`src/rtl/feeder_pkg.sv`:
```
// rtl/feeder_pkg.sv - shared types and constants for the systolic skew feeder
// Contents:
//   state_t    : feeder FSM state (IDLE, STREAM, FLUSH, DONE)
//   LANE_W     : default operand (lane slice) width in bits
//   flush_len  : number of zero cycles needed to drain the array edge
package feeder_pkg;

   typedef enum logic [1:0] {
      ST_IDLE   = 2'd0,
      ST_STREAM = 2'd1,
      ST_FLUSH  = 2'd2,
      ST_DONE   = 2'd3
   } state_t;

   localparam int LANE_W = 16;

   // The deepest lane adds ROWS-1 (or COLS-1) cycles of skew, and the
   // wavefront still has to cross the array, so drain for ROWS+COLS cycles.
   function automatic int flush_len(input int rows, input int cols);
      return rows + cols;
   endfunction

endpackage

```
`src/rtl/skew_delay_line.sv`:
```
// rtl/skew_delay_line.sv - fixed-depth register delay line for one array lane
// Ports:
//   clk   : clock, shifts on every rising edge
//   rst_n : asynchronous active-low reset, clears every stage
//   d     : value entering stage 0
//   q     : value leaving the last stage (DEPTH cycles after entry)
module skew_delay_line #(
   parameter int WIDTH = 16,
   parameter int DEPTH = 1
) (
   input  logic             clk,
   input  logic             rst_n,
   input  logic [WIDTH-1:0] d,
   output logic [WIDTH-1:0] q
);

   logic [WIDTH-1:0] stg [DEPTH];

   always_ff @(posedge clk or negedge rst_n) begin
      if (!rst_n) begin
         for (int k = 0; k < DEPTH; k++) begin
            stg[k] <= '0;
         end
      end else begin
         stg[0] <= d;
         for (int k = 1; k < DEPTH; k++) begin
            stg[k] <= stg[k-1];
         end
      end
   end

   assign q = stg[DEPTH-1];

endmodule

```
`src/rtl/systolic_skew_feeder.sv`:
```
// rtl/systolic_skew_feeder.sv - skews A/B beat vectors onto the systolic array edge
// Ports:
//   clk, rst_n       : clock, asynchronous active-low reset
//   in_valid/ready   : beat handshake; in_last marks the final beat of a job
//   in_a, in_b       : A column vector (ROWS lanes), B row vector (COLS lanes)
//   a_out, b_out     : skewed lanes; lane i delayed i extra cycles, zero when idle
//   busy, done       : job in progress / one-cycle pulse after the drain
//   beat_count       : beats accepted in the current or most recent job (saturating)
module systolic_skew_feeder
   import feeder_pkg::*;
#(
   parameter int N     = LANE_W,
   parameter int ROWS  = 4,
   parameter int COLS  = 4,
   parameter int CNT_W = 16
) (
   input  logic              clk,
   input  logic              rst_n,
   input  logic              in_valid,
   output logic              in_ready,
   input  logic              in_last,
   input  logic [ROWS*N-1:0] in_a,
   input  logic [COLS*N-1:0] in_b,
   output logic [ROWS*N-1:0] a_out,
   output logic [COLS*N-1:0] b_out,
   output logic              busy,
   output logic              done,
   output logic [CNT_W-1:0]  beat_count
);

   localparam int FLUSH_LEN = flush_len(ROWS, COLS);
   localparam int FW        = (FLUSH_LEN > 2) ? $clog2(FLUSH_LEN) : 1;
   localparam logic [FW-1:0]    FLUSH_LOAD = FW'(FLUSH_LEN - 1);
   localparam logic [CNT_W-1:0] CNT_MAX    = '1;

   state_t            state;
   logic [FW-1:0]     flush_cnt;
   logic              accept;
   logic [ROWS*N-1:0] a_in0;
   logic [COLS*N-1:0] b_in0;

   assign in_ready = (state == ST_IDLE) || (state == ST_STREAM);
   assign accept   = in_valid && in_ready;
   assign busy     = (state != ST_IDLE);
   assign done     = (state == ST_DONE);

   always_ff @(posedge clk or negedge rst_n) begin
      if (!rst_n) begin
         state      <= ST_IDLE;
         flush_cnt  <= '0;
         beat_count <= '0;
      end else begin
         case (state)
            ST_IDLE, ST_STREAM: begin
               if (accept) begin
                  // First beat of a job restarts the count; later beats saturate.
                  if (state == ST_IDLE) begin
                     beat_count <= CNT_W'(1);
                  end else if (beat_count != CNT_MAX) begin
                     beat_count <= beat_count + 1'b1;
                  end
                  if (in_last) begin
                     state     <= ST_FLUSH;
                     flush_cnt <= FLUSH_LOAD;
                  end else begin
                     state <= ST_STREAM;
                  end
               end
            end
            ST_FLUSH: begin
               if (flush_cnt == '0) begin
                  state <= ST_DONE;
               end else begin
                  flush_cnt <= flush_cnt - 1'b1;
               end
            end
            ST_DONE: begin
               state <= ST_IDLE;
            end
            default: begin
               state <= ST_IDLE;
            end
         endcase
      end
   end

   // Cycles without an accepted beat inject zero bubbles into every lane.
   assign a_in0 = accept ? in_a : '0;
   assign b_in0 = accept ? in_b : '0;

   for (genvar gi = 0; gi < ROWS; gi++) begin : g_a_lane
      skew_delay_line #(.WIDTH(N), .DEPTH(1 + gi)) u_dl (
         .clk   (clk),
         .rst_n (rst_n),
         .d     (a_in0[gi*N +: N]),
         .q     (a_out[gi*N +: N])
      );
   end

   for (genvar gj = 0; gj < COLS; gj++) begin : g_b_lane
      skew_delay_line #(.WIDTH(N), .DEPTH(1 + gj)) u_dl (
         .clk   (clk),
         .rst_n (rst_n),
         .d     (b_in0[gj*N +: N]),
         .q     (b_out[gj*N +: N])
      );
   end

endmodule

```
`config.mk`:
```
export PLATFORM = sky130hd
export DESIGN_NAME = systolic_skew_feeder
export DESIGN_NICKNAME = d
export VERILOG_FILES = /design/src/rtl/feeder_pkg.sv /design/src/rtl/skew_delay_line.sv /design/src/rtl/systolic_skew_feeder.sv
export SDC_FILE = /design/constraint.sdc
export NUM_CORES = 1
export LEC_CHECK = 0
export CAP_MARGIN = 20
export CORE_UTILIZATION = 52
export DETAILED_ROUTE_END_ITERATION = 16
export PLACE_DENSITY_LB_ADDON = 0.05
export SYNTH_ARGS = -nofsm -noshare
export SYNTH_HDL_FRONTEND = slang
export SYNTH_HIERARCHICAL = 1
export SYNTH_SLANG_ARGS = --single-unit
```
`constraint.sdc`:
```
create_clock -name clk -period 4.5 [get_ports clk]
set_input_delay 1.35 -clock clk [delete_from_list [all_inputs] [get_ports clk]]
set_output_delay 1.35 -clock clk [all_outputs]
set_load 0.05 [all_outputs]
```
# After elaboration in Yosys (flattened, before gate mapping)
# Index checks and enable logic that the tools add are counted.
# op_classes
addsub,2
n_mul,0
div,0
magnitude_cmp,0
n_eq_ne,8
shifts,0
n_mux,12
n_bitwise,0
n_reduce_logical,11
# op_table
operator,n
$mux W64,2
$mux W16,2
$add A16 B1 Y16 const B,1
$ne A16 B16 Y1 const B,1
$mux W3,3
$ne A2 B2 Y1 const B,4
$mux W2,3
$pmux W2 S3,1
$pmux W3 S2,1
$reduce_bool A2 Y1,3
$eq A2 B2 Y1 const B,2
$reduce_and A4 Y1,1
$logic_not A3 Y1,1
$reduce_and A3 Y1,1
$sub A3 B1 Y3 const B,1
$eq A2 B1 Y1 const B,1
$logic_not A2 Y1,1
$reduce_and A2 Y1,1
$reduce_or A2 Y1,1
$logic_and A1 B1 Y1,1
$logic_or A1 B1 Y1,1
# word_totals
register_bits,341
latchBits,0
mem_bits_rw,0
rom_bits,0
inputBits,132
output_inout_bits,147
wordCells,56
mem_count,0

# Longest topological paths before layout
# Gate-level depths: netlist of run 1.
# depth
ltp_word,5
ltp_mapped,7

# Modules after synthesis
# Netlist of run 1, hierarchy kept.
# modules_own_cells
module,instances,cells_each,area_per_inst_um2,seq_area_each_um2
skew_delay_line at g_a_lane[3].u_dl ...,2,80,1721.7,1601.5
skew_delay_line at g_a_lane[2].u_dl ...,2,64,1321.3,1201.2
systolic_skew_feeder,1,274,2047.0,525.5
skew_delay_line at g_a_lane[1].u_dl ...,2,48,920.9,800.8
skew_delay_line at g_a_lane[0].u_dl ...,2,16,400.4,400.4

# Worst setup path before layout of run 1
# No wires, ideal clock.
# synth_timing
path_type,reg2out
start,reg state[0]
end,out done
arrival_time_ns,1.134
required_time_ns,3.150
slack_ns,2.016
stages_incl_launch_ff,3
path_cell_list,dfrtp_1 clkbuf_1 and2_1
# synth_between
elab_chain_cells,1
# synth_rtl
element,line_no,text
start: declaration,systolic_skew_feeder.sv:36,state_t state;
start signal: assignment,systolic_skew_feeder.sv:49,state <= ST_IDLE;
start signal: assignment,systolic_skew_feeder.sv:63,state <= ST_FLUSH;
start signal: assignment,systolic_skew_feeder.sv:66,state <= ST_STREAM;
$eq A2 B2 Y1,systolic_skew_feeder.sv:45,assign done = (state == ST_DONE);
end: declaration,systolic_skew_feeder.sv:27,"output logic done,"
# Every way passes these cells.

# Worst setup path after layout of run 1
# layout_timing
start,reg state[0]
end,out busy
# layout_between
elab_chain_cells,1
# layout_rtl
element,line_no,text
$reduce_bool A2 Y1,systolic_skew_feeder.sv:44,assign busy = (state != ST_IDLE);
end: declaration,systolic_skew_feeder.sv:26,"output logic busy,"
# Every way passes these cells.

==> metrics.md, run 1 <==
| Metric | Value |
|---|---|
| Max cap viols | 0 |
| Synth area leaders | dfrtp_1, and2_1, buf_4, nand2_1, clkbuf_1 |
| Most frequent cells in the layout | dfrtp_1, clkdlybuf4s50_1, and2_1 |
| Worst reg-to-reg setup slack | 2.41 ns |
| Ys Warns | 6 |
| Die height | 146 um |
| CP required | 3.15 ns |
| Skew-Pair Late Insertion Delay | 0.49 ns |
| Crit Path Class | reg -> out |
| # setup viols final | 0 |
| Distinct cell type count after synthesis | 34 |
| Maximum VDD drop | 368 uV |
| Post-Syn Area | 10800 um^2 |
| Largest net degree at the start of global routing | 93 |
| Die X-Extent | 146 um |
| Mapped Avg Cell Area | 15.6 um^2 |
| Vias post-DR | 5471 |
| ANT nets after route | 0 |
| Count of final hold-check violations | 0 |
| DRC Markers | 0 |
| Sinks on Clock Net | 341 |
| Total CTS buffers | 34 |
| Die area | 21300 um^2 |
| GRT overflow | 0 |
| Core footprint | 20300 um^2 |
| Final min period | 3.76 ns |
| Hold-fix buffers, CTS | 0 |
| Mapped Nets | 825 |
| Max Root-Sink Buffers | 3 |
| Rel. slew slack | 53.7% |
| Final nets | 1031 |
| Tcrit/Tclk final | 83.6% |
| CTS tree | yes |
| Fillers | 1362 |
| Crit path launch type | flop |
| Gr usage total | 19.1% |
| RSZ-0062 raised after global routing | false |
| Row Count | 52 |
| Drt wl/cell | 16.1 um |
| CP max FO | 16 |
| 1st-iter DRT viols | 220 |
| Number of global-route vias before repair | 5792 |
| Fraction of layout cells with a size suffix above 1 | 7.83% |
| First-pass GRT wire length | 31.0 mm |
| Register area | 8530 um^2 |
| Final Power | 8.21 mW |
| Io pins | 279 |
| Clock skew | 0.0154 ns |
| Routed Wire Length | 19.1 mm |
| First-pass DRT Iterations | 4 |
| Register area share after synthesis | 79.2% |
| Initial antenna violation count | 1 |
| Fmax | 0.266 GHz |
| Starting Density | 53.1% |
| Hold WC Path Type | reg -> reg |
| Mapped Cells | 690 |
| Worst-case hold slack | 0.338 ns |
| Arrival @ worst endpoint | 2.41 ns |
| Cell Pwr Density | 572 nW/um^2 |
| # diodes | 0 |
| Final GP Congestion | 0.863 |
| #FFs+latches synth | 341 |
| Hpwl dp | 13.0 mm |
| Most common cell after layout, fill and taps aside | dfrtp_1 |
| CTS H-tree lvls | 2 |
| Post-route setup TNS | 0 ns |
| Multi-input gate area | 1440 um^2 |
| Clock tree root buffer cell | clkbuf_16 |
| IO Port Bufs | 278 |
| Leak pwr | 6.80 nW |
| Final instance area | 14300 um^2 |
| Max-slew violations | 0 |
| Post-CTS Setup Inserts | 0 |
| Actual slew at the worst max-slew pin | 0.694 ns |
| Area share of the largest cell type after synthesis | 79.2% |
| Crit end category | output port |
| Status | finished clean |
| # resized after CTS | 0 |
| DP Area | 13200 um^2 |
| Layout area overhead | 33.0% |
| Vias per cell | 4.60 |
| Dominant cell type by area after synthesis | dfrtp_1 |
| CTS clock-pin slew for the worst setup and hold paths | 0.06 ns |
worst max-delay path: stages (launching register included):
cell	delay, ns
dfrtp_1	0.56
nor2_1	0.45
inv_1	0.18
clkdlybuf4s50_1	0.74
through the flow:
stage | setup WS (ns) | std cells | util [%]
2_1_floorplan | 2.02 | 690 | -
3_3_place_gp | 1.24 | 1130 | 65.1
3_5_place_dp | 1.22 | 1130 | 65.1
4_1_cts | 0.737 | 1190 | 70.6
5_1_grt | 0.627 | 1190 | 70.6
6_report | 0.736 | 1190 | 70.6
flip-flops by register name, summed over array words and instances (netlist names):
name               flops
g_b_lane.u_dl/q       64
state                  2
g_a_lane.u_dl/stg     96
g_b_lane.u_dl/stg     96
g_a_lane.u_dl/q       64
beat_count            16
flush_cnt              3
cell usage after synthesis:
cell	instances
and3_1	3
ha_1	3
a21oi_1	5
mux2_1	1
or3_1	2
a21o_1	1
nor4_2	1
or4_1	1
a41oi_1	1
mux2_2	3
clkbuf_1	16
o22ai_1	1
o21ai_2	1
and2_4	1
inv_1	5
nand4_1	4
and4_4	2
nor2_1	9
nand4_2	1
dfrtp_1	341
nand3_1	10
o31ai_1	4
nand2_1	20
o21ai_0	9
buf_4	97
nand2b_1	2
nor2b_1	1
a31oi_1	5
and4_1	1
a22o_1	6
xnor2_1	1
nor3_1	2
and2_1	129
buf_2	1
routing by layer:
layer	vias to the layer above	part of all wire, %	track usage [%]
met5	-	0.068	0
met3	42	6.8	5.42
met4	2	2.7	6.79
met2	201	49	30.6
li1	2500	-	-
met1	2726	41	25.1
layout make-up:
cell class	instances	area share (%)
Sequential cell	341	59.5
Timing Repair Buffer	284	20.1
Multi-Input combinational cell	230	10.0
Clock buffer	48	7.17
Tap cell	270	2.36
Clock inverter	12	0.681
Inverter	5	0.131
final timing paths:
path / cells after the start / startpoint / to
hold reg to reg: 0 / g_b_lane[1].u_dl/stg[24] / g_b_lane[1].u_dl/q[8]
max in group asynchronous: 2 / rst_n / g_a_lane[2].u_dl/q[8]
hold / removal: 0 / g_b_lane[1].u_dl/stg[24] / g_b_lane[1].u_dl/q[8]
setup reg to reg: 5 / beat_count[0] / beat_count[0]
min in group asynchronous: 1 / rst_n / g_a_lane[3].u_dl/q[1]
setup / recovery: 3 / state[0] / busy
power breakdown:
group	switching, mW	internal (mW)	leakage [nW]
clock	1.08	1.65	0.555
sequential	0.182	3.53	4.53
combinational	1.14	0.607	1.72
cells by family (layout without fill, tap and decap cells):
| kind of cell | after synthesis | in the layout | share of synthesized area [%] |
|---|---|---|---|
| flip-flops | 341 | 341 | 79.2 |
| AND/OR/NAND/NOR | 189 | 189 | 10.4 |
| buffers and inverters | 119 | 349 | 7.54 |
| adder cells (fa/ha/maj) | 3 | 3 | 0.348 |
| AO/OA/AOI/OAI | 33 | 33 | 2.00 |
| multiplexers | 4 | 4 | 0.418 |
| XOR/XNOR | 1 | 1 | 0.0813 |
Note: power is estimated with default switching activity, not from simulation.
==> run 2: changes to the inputs <==
Settings changed: CORE_UTILIZATION 52 to 48.
Clock period 4.5 ns to 3.8 ns, I/O delays scaled along.
==> run 2 against run 1 <==
Net effect: clock skew fell by 0.0078 ns; clock-buffer cell count rose by 4; wire length fell by 0.37%; design area rose by 0.58%; core utilization fell by 4.8 points; clock power rose by 25%; sequential share of layout area fell by 0.34 points; global-route usage fell by 1.7 points; critical path type unchanged; largest cell class unchanged; largest power group unchanged.
==> metrics.md, run 2 (synthesis gave the netlist of run 1 again) <==
| Metric | Value |
|---|---|
| Arrival @ worst endpoint | 2.44 ns (+0.03 ns) |
| ANT nets after route | 0 (unchanged) |
| R2r startpoint | beat_count[0] |
| Number of global-route vias before repair | 5786 (-0.10%) |
| Clock skew | 0.00752 ns (-0.00783 ns) |
| Io pins | 279 (unchanged) |
| Clock power frac | 34.6% (+1.2 points) |
| Final instance area | 14400 um^2 (+0.58%) |
| Status | finished clean |
| Rel. slew slack | 58.3% (+4.5 points) |
| # resized after CTS | 0 (unchanged) |
| GRT met3 Usage | 4.45% (-0.97 points) |
| Post-Place Cells | 1143 (+1.2%) |
| First-pass DRT Iterations | 4 (unchanged) |
| Core footprint | 21900 um^2 (+7.8%) |
| Post-route setup TNS | 0 ns (unchanged) |
| Leak pwr | 6.84 nW (+0.52%) |
| Pint | 7.05 mW (+22%) |
| Cell count of the worst hold path | 0 (unchanged) |
| DRC Markers | 0 (unchanged) |
| Vias per cell | 4.57 (-0.54%) |
| Final GP Congestion | 0.890 (+3.0%) |
| Count of final hold-check violations | 0 (unchanged) |
| Hold Path Origin | g_b_lane[1].u_dl/stg[22] |
| Layout area overhead | 33.8% |
| Die X-Extent | 152 um (+4.0%) |
| Switching Power | 2.85 mW (+18%) |
| # setup viols final | 0 (unchanged) |
| Die height | 152 um (+4.0%) |
| Met2 GRT Util | 29.2% (-1.4 points) |
| Gr usage total | 17.4% (-1.7 points) |
| 1st-iter DRT viols | 217 (-1.4%) |
| Crit path launch type | flop |
| Combinational power share | 21.0% (-0.3 points) |
| Max cap viols | 0 (unchanged) |
| Largest net degree at the start of global routing | 82 (-12%) |
| Cell Pwr Density | 687 nW/um^2 (+20%) |
| Max-slew violations | 0 (unchanged) |
| Max Root-Sink Buffers | 3 (unchanged) |
| Clock tree root buffer cell | clkbuf_16 |
| Initial antenna violation count | 0 (-1) |
| IO Port Bufs | 278 (unchanged) |
| Flop pwr share | 44.4% (-0.9 points) |
| Most common cell after layout, fill and taps aside | dfrtp_1 |
| Tcrit/Tclk final | 94.2% |
| Actual slew at the worst max-slew pin | 0.626 ns (-0.0680 ns) |
| Non-filler instance count after layout | 1205 (+1.3%) |
| Maximum VDD drop | 433 uV (+18%) |
| Met1 Use GR | 22.4% (-2.6 points) |
| Starting Density | 49.2% (-3.9 points) |
| Fmax | 0.279 GHz |
| CP required | 2.66 ns (-0.49 ns) |
| GRT overflow | 0 (unchanged) |
| First-pass GRT wire length | 31.3 mm (+0.91%) |
| Drt wl/cell | 15.8 um (-1.6%) |
| Largest registers | g_a_lane.u_dl/stg x96, g_b_lane.u_dl/stg x96 |
| Most Crowded Layer GR | met2 |
| DP Area | 13200 um^2 (+0.17%) |
| Worst-case hold slack | 0.341 ns (+0.00310 ns) |
| Reg2Reg Depth | 5 (unchanged) |
| CTS clock-pin slew for the worst setup and hold paths | 0.06 ns (about the same) |
| Die area | 23100 um^2 (+8.2%) |
| Total CTS buffers | 35 (+2.9%) |
| # diodes | 0 (unchanged) |
| Hold WC Path Type | reg -> reg |
| Crit Path Class | reg -> out |
| Final nets | 1035 (+0.39%) |
| RSZ-0062 raised after global routing | false |
| Crit end category | output port |
| Skew-Pair Late Insertion Delay | 0.49 ns (about the same) |
| Vias post-DR | 5510 (+0.71%) |
| Worst reg-to-reg setup slack | 1.66 ns (-0.75 ns) |
| Row Count | 54 (+3.8%) |
| Post-CTS Setup Inserts | 0 (unchanged) |
| RR Endpoint | beat_count[0] |
| Worst hold endpoint | g_b_lane[1].u_dl/q[6] |
| Fraction of layout cells with a size suffix above 1 | 7.78% (-0.042 points) |
| Most frequent cells in the layout | dfrtp_1, clkdlybuf4s50_1, and2_1 |
| Hpwl dp | 13.0 mm (+0.35%) |
| Sinks on Clock Net | 341 (unchanged) |
| Sw Share | 28.8% (-0.61 points) |
| Hold-fix buffers, CTS | 0 (unchanged) |
| Final min period | 3.58 ns |
| CTS tree | yes |
| Routed Wire Length | 19.1 mm (-0.37%) |
| CP max FO | 16 (unchanged) |
| CTS H-tree lvls | 2 (unchanged) |
[run 2: cell count changes in the layout (fill, tap and decap cells not counted), sizes merged]
cell | previous run | this run
buf | 7 | 10
bufinv | 1 | 4
clkbuf | 48 | 52
clkinv | 8 | 5
clkinvlp | 2 | 1
inv | 6 | 5
[run 2: area by class of cell]
cell class | count | area [um^2]
Fill cell | 1570 | 7470
Clock buffer | 52 | 1030
Tap cell | 280 | 350
Inverter | 5 | 18.8
Sequential cell | 341 | 8530
Clock inverter | 10 | 153
Multi-Input combinational cell | 230 | 1440
Timing Repair Buffer | 287 | 2890
[run 2: power groups by stage]
stage          clock network (mW)  registers (mW)  logic [mW]
6_report                     3.43            4.39        2.08
5_1_grt                      3.69            4.45        2.19
4_1_cts                      3.54            4.40        2.10
3_5_place_dp                    0            4.46        2.10
3_3_place_gp                    0            4.43        2.06
2_1_floorplan                   0            4.65        1.24
[run 2: metrics by stage]
step                power, mW  worst slack [ns]  util, %
floorplan                5.89              1.53        -
global placement         6.49             0.820     60.4
detailed placement       6.56             0.760     60.4
CTS                      10.0             0.217     65.9
global route             10.3             0.103     65.9
finish                   9.90             0.221     65.9
[run 2: how the worst max path moves through the flow]
stage | startpoint | endpoint | slack [ns] | cells past startpoint
2_1_floorplan | state[0] | done | 1.53 | 2
6_report | state[0] | busy | 0.22 | 3
5_1_grt | state[0] | busy | 0.10 | 3
3_3_place_gp | state[0] | busy | 0.82 | 3
3_5_place_dp | state[0] | busy | 0.76 | 3
4_1_cts | state[0] | busy | 0.22 | 3
[run 2: layer usage]
| metal | wire, um | vias to the layer above |
|---|---|---|
| li1 | - | 2509 |
| met4 | 362 | 0 |
| met1 | 7580 | 2755 |
| met5 | 0 | - |
| met2 | 9800 | 218 |
| met3 | 1330 | 28 |
[run 2: worst max-delay path: stages (launching register included)]
cell	delay [ns]
dfrtp_1	0.57
nor2_1	0.46
inv_1	0.17
clkdlybuf4s50_1	0.74
==> run 3: changes to the inputs <==
Settings changed: PLACE_DENSITY from default to 0.91, PLACE_DENSITY_LB_ADDON 0.05 to default, SLEW_MARGIN from default to 20.
==> run 3 against run 2 <==
Net effect: clock-buffer cell count shrank 4; sequential power about the same; core utilization up 0.21 points; setup slack worse by 0.0042 ns; sequential cell count unchanged; design area grew 0.31%; critical path type unchanged; highest routed layer unchanged; combinational power barely moved; non-clock buffer count rose by 2; worst hold slack improved by 0.0011 ns; largest power group unchanged; via count grew 0.65%; critical path depth unchanged.
==> metrics.md, run 3 (synthesis gave the netlist of run 1 again) <==
| Metric | Value |
|---|---|
| Most frequent cells in the layout | dfrtp_1, clkdlybuf4s50_1, and2_1 |
| Hold WC Path Type | reg -> reg |
| Largest net degree at the start of global routing | 110 (+34%) |
| Crit end category | output port |
| Hpwl dp | 13.8 mm (+6.3%) |
| R2r startpoint | beat_count[0] |
| Crit path launch type | flop |
| Vias per cell | 4.60 (+0.57%) |
| # setup viols final | 0 (unchanged) |
| Max Root-Sink Buffers | 3 (unchanged) |
| Worst Setup EP | busy |
| Die X-Extent | 152 um (unchanged) |
| Reg2Reg Depth | 5 (unchanged) |
| Largest registers | g_a_lane.u_dl/stg x96, g_b_lane.u_dl/stg x96 |
| Core footprint | 21900 um^2 (unchanged) |
| Layout area overhead | 34.2% |
| CP max FO | 16 (unchanged) |
| CTS H-tree lvls | 2 (unchanged) |
| DRC Markers | 0 (unchanged) |
| GRT overflow | 0 (unchanged) |
| Hold-fix buffers, CTS | 0 (unchanged) |
| Sinks on Clock Net | 341 (unchanged) |
| Total CTS buffers | 35 (unchanged) |
| Wl on met1 | 7.78 mm (+2.6%) |
| Final nets | 1037 (+0.19%) |
| Final GP Congestion | 0.823 (-7.4%) |
| RSZ-0062 raised after global routing | false |
| Die area | 23100 um^2 (unchanged) |
| ANT nets after route | 0 (unchanged) |
| Clock tree root buffer cell | clkbuf_16 |
| Skew-Pair Late Insertion Delay | 0.49 ns (about the same) |
| Cell Pwr Density | 692 nW/um^2 (+0.75%) |
| Leak pwr | 6.86 nW (+0.33%) |
| Number of global-route vias before repair | 6043 (+4.4%) |
| Final instance area | 14500 um^2 (+0.31%) |
| Vias post-DR | 5546 (+0.65%) |
| Final min period | 3.58 ns (+0.00420 ns) |
| DP Area | 13200 um^2 (+0.11%) |
| Fmax | 0.279 GHz (-0.12%) |
| Maximum VDD drop | 421 uV (-2.8%) |
| Clock skew | 0.0123 ns (+0.00480 ns) |
| Die height | 152 um (unchanged) |
| Arrival @ worst endpoint | 2.44 ns (about the same) |
| Tcrit/Tclk final | 94.3% (+0.11 points) |
| Fillers | 1502 (-4.3%) |
| Io pins | 279 (unchanged) |
| Max-slew violations | 0 (unchanged) |
| First-pass DRT Iterations | 4 (unchanged) |
| Initial antenna violation count | 0 (unchanged) |
| RR Endpoint | beat_count[0] |
| Gr usage total | 18.1% (+0.69 points) |
| Crit Path Class | reg -> out |
| Row Count | 54 (unchanged) |
| Routed Wire Length | 20.2 mm (+6.0%) |
| First-pass GRT wire length | 32.6 mm (+4.1%) |
| Post-route setup TNS | 0 ns (unchanged) |
| Fraction of layout cells with a size suffix above 1 | 8.22% (+0.43 points) |
| Status | finished clean |
| Starting Density | 49.2% (unchanged) |
| Worst Setup SP | state[0] |
| Actual slew at the worst max-slew pin | 0.778 ns (+0.151 ns) |
| Max cap viols | 0 (unchanged) |
| CTS tree | yes |
| Post-CTS Setup Inserts | 0 (unchanged) |
| CP required | 2.66 ns (about the same) |
| Count of final hold-check violations | 0 (unchanged) |
| Worst reg-to-reg setup slack | 1.64 ns (-0.02 ns) |
| Metal3 WL | 1.45 mm (+9.4%) |
| # resized after CTS | 0 (unchanged) |
| WL met2 | 10.4 mm (+6.5%) |
| IO Port Bufs | 278 (unchanged) |
| CTS clock-pin slew for the worst setup and hold paths | 0.06 ns (about the same) |
| Drt wl/cell | 16.8 um (+5.9%) |
| Most common cell after layout, fill and taps aside | dfrtp_1 |
| 1st-iter DRT viols | 210 (-3.2%) |
| Rel. slew slack | 48.2% (-10 points) |
| DR top layer | met4 |
## run 3: changes by cell type in the layout (fill, tap and decap cells not counted)
| cell | delta |
|---|---|
| clkbuf_1 | -4 |
| buf_4 | +2 |
| clkinv_4 | +2 |
| bufinv_16 | +1 |
| clkinv_2 | -1 |
| diode_2 | +1 |
## run 3: routing by layer
metal	track usage [%]	vias to the layer above
met5	0	-
met1	21.8	2766
met3	4.99	42
li1	-	2516
met2	31.1	222
met4	6.86	0
## run 3: how the worst min path moves through the flow
stage | cells after the start | slack [ns] | end | from
3_5_place_dp | 0 | 0.33 | g_a_lane[2].u_dl/q[13] | g_a_lane[2].u_dl/stg[29]
2_1_floorplan | 0 | 0.33 | g_a_lane[1].u_dl/q[0] | g_a_lane[1].u_dl/stg[16]
4_1_cts | 0 | 0.35 | g_a_lane[3].u_dl/stg[35] | g_a_lane[3].u_dl/stg[51]
3_3_place_gp | 0 | 0.33 | g_b_lane[3].u_dl/stg[22] | g_b_lane[3].u_dl/stg[38]
5_1_grt | 0 | 0.35 | g_a_lane[3].u_dl/stg[34] | g_a_lane[3].u_dl/stg[50]
6_report | 0 | 0.34 | g_a_lane[3].u_dl/stg[45] | g_a_lane[3].u_dl/stg[61]
## run 3: worst max-delay path, stage by stage, from the launching register on
cell             delay, ns
dfrtp_1               0.57
nor2_1                0.46
inv_1                 0.19
clkdlybuf4s50_1       0.74
## run 3: metrics by stage
stage	power (mW)	hold WS, ns	cells	utilization [%]	setup WS [ns]
2_1_floorplan	5.89	0.331	690	-	1.53
4_1_cts	10.1	0.346	1205	66.1	0.214
6_report	10.0	0.342	1206	66.1	0.217
5_1_grt	10.4	0.349	1205	66.1	0.103
3_3_place_gp	6.49	0.331	1145	60.5	0.799
3_5_place_dp	6.57	0.335	1145	60.5	0.763
## run 3: layout make-up
cell class              instances  area (um^2)  share of cell area (%)
repair buffers                289         2910                    20.1
well taps                     280          350                    2.42
flip-flops and latches        341         8530                    59.0
multi-input cells             230         1440                    9.94
clock buffers                  48         1020                    7.03
clock inverters                12          195                    1.35
diodes                          1         2.50                  0.0173
inverters                       5         18.8                   0.130
## run 3: report_power, final
| part | total (mW) | switching, mW | internal, mW | leakage, nW |
|---|---|---|---|---|
| combinational | 2.09 | 1.37 | 0.724 | 1.74 |
| clock | 3.51 | 1.30 | 2.21 | 0.594 |
| sequential | 4.40 | 0.214 | 4.19 | 4.53 |
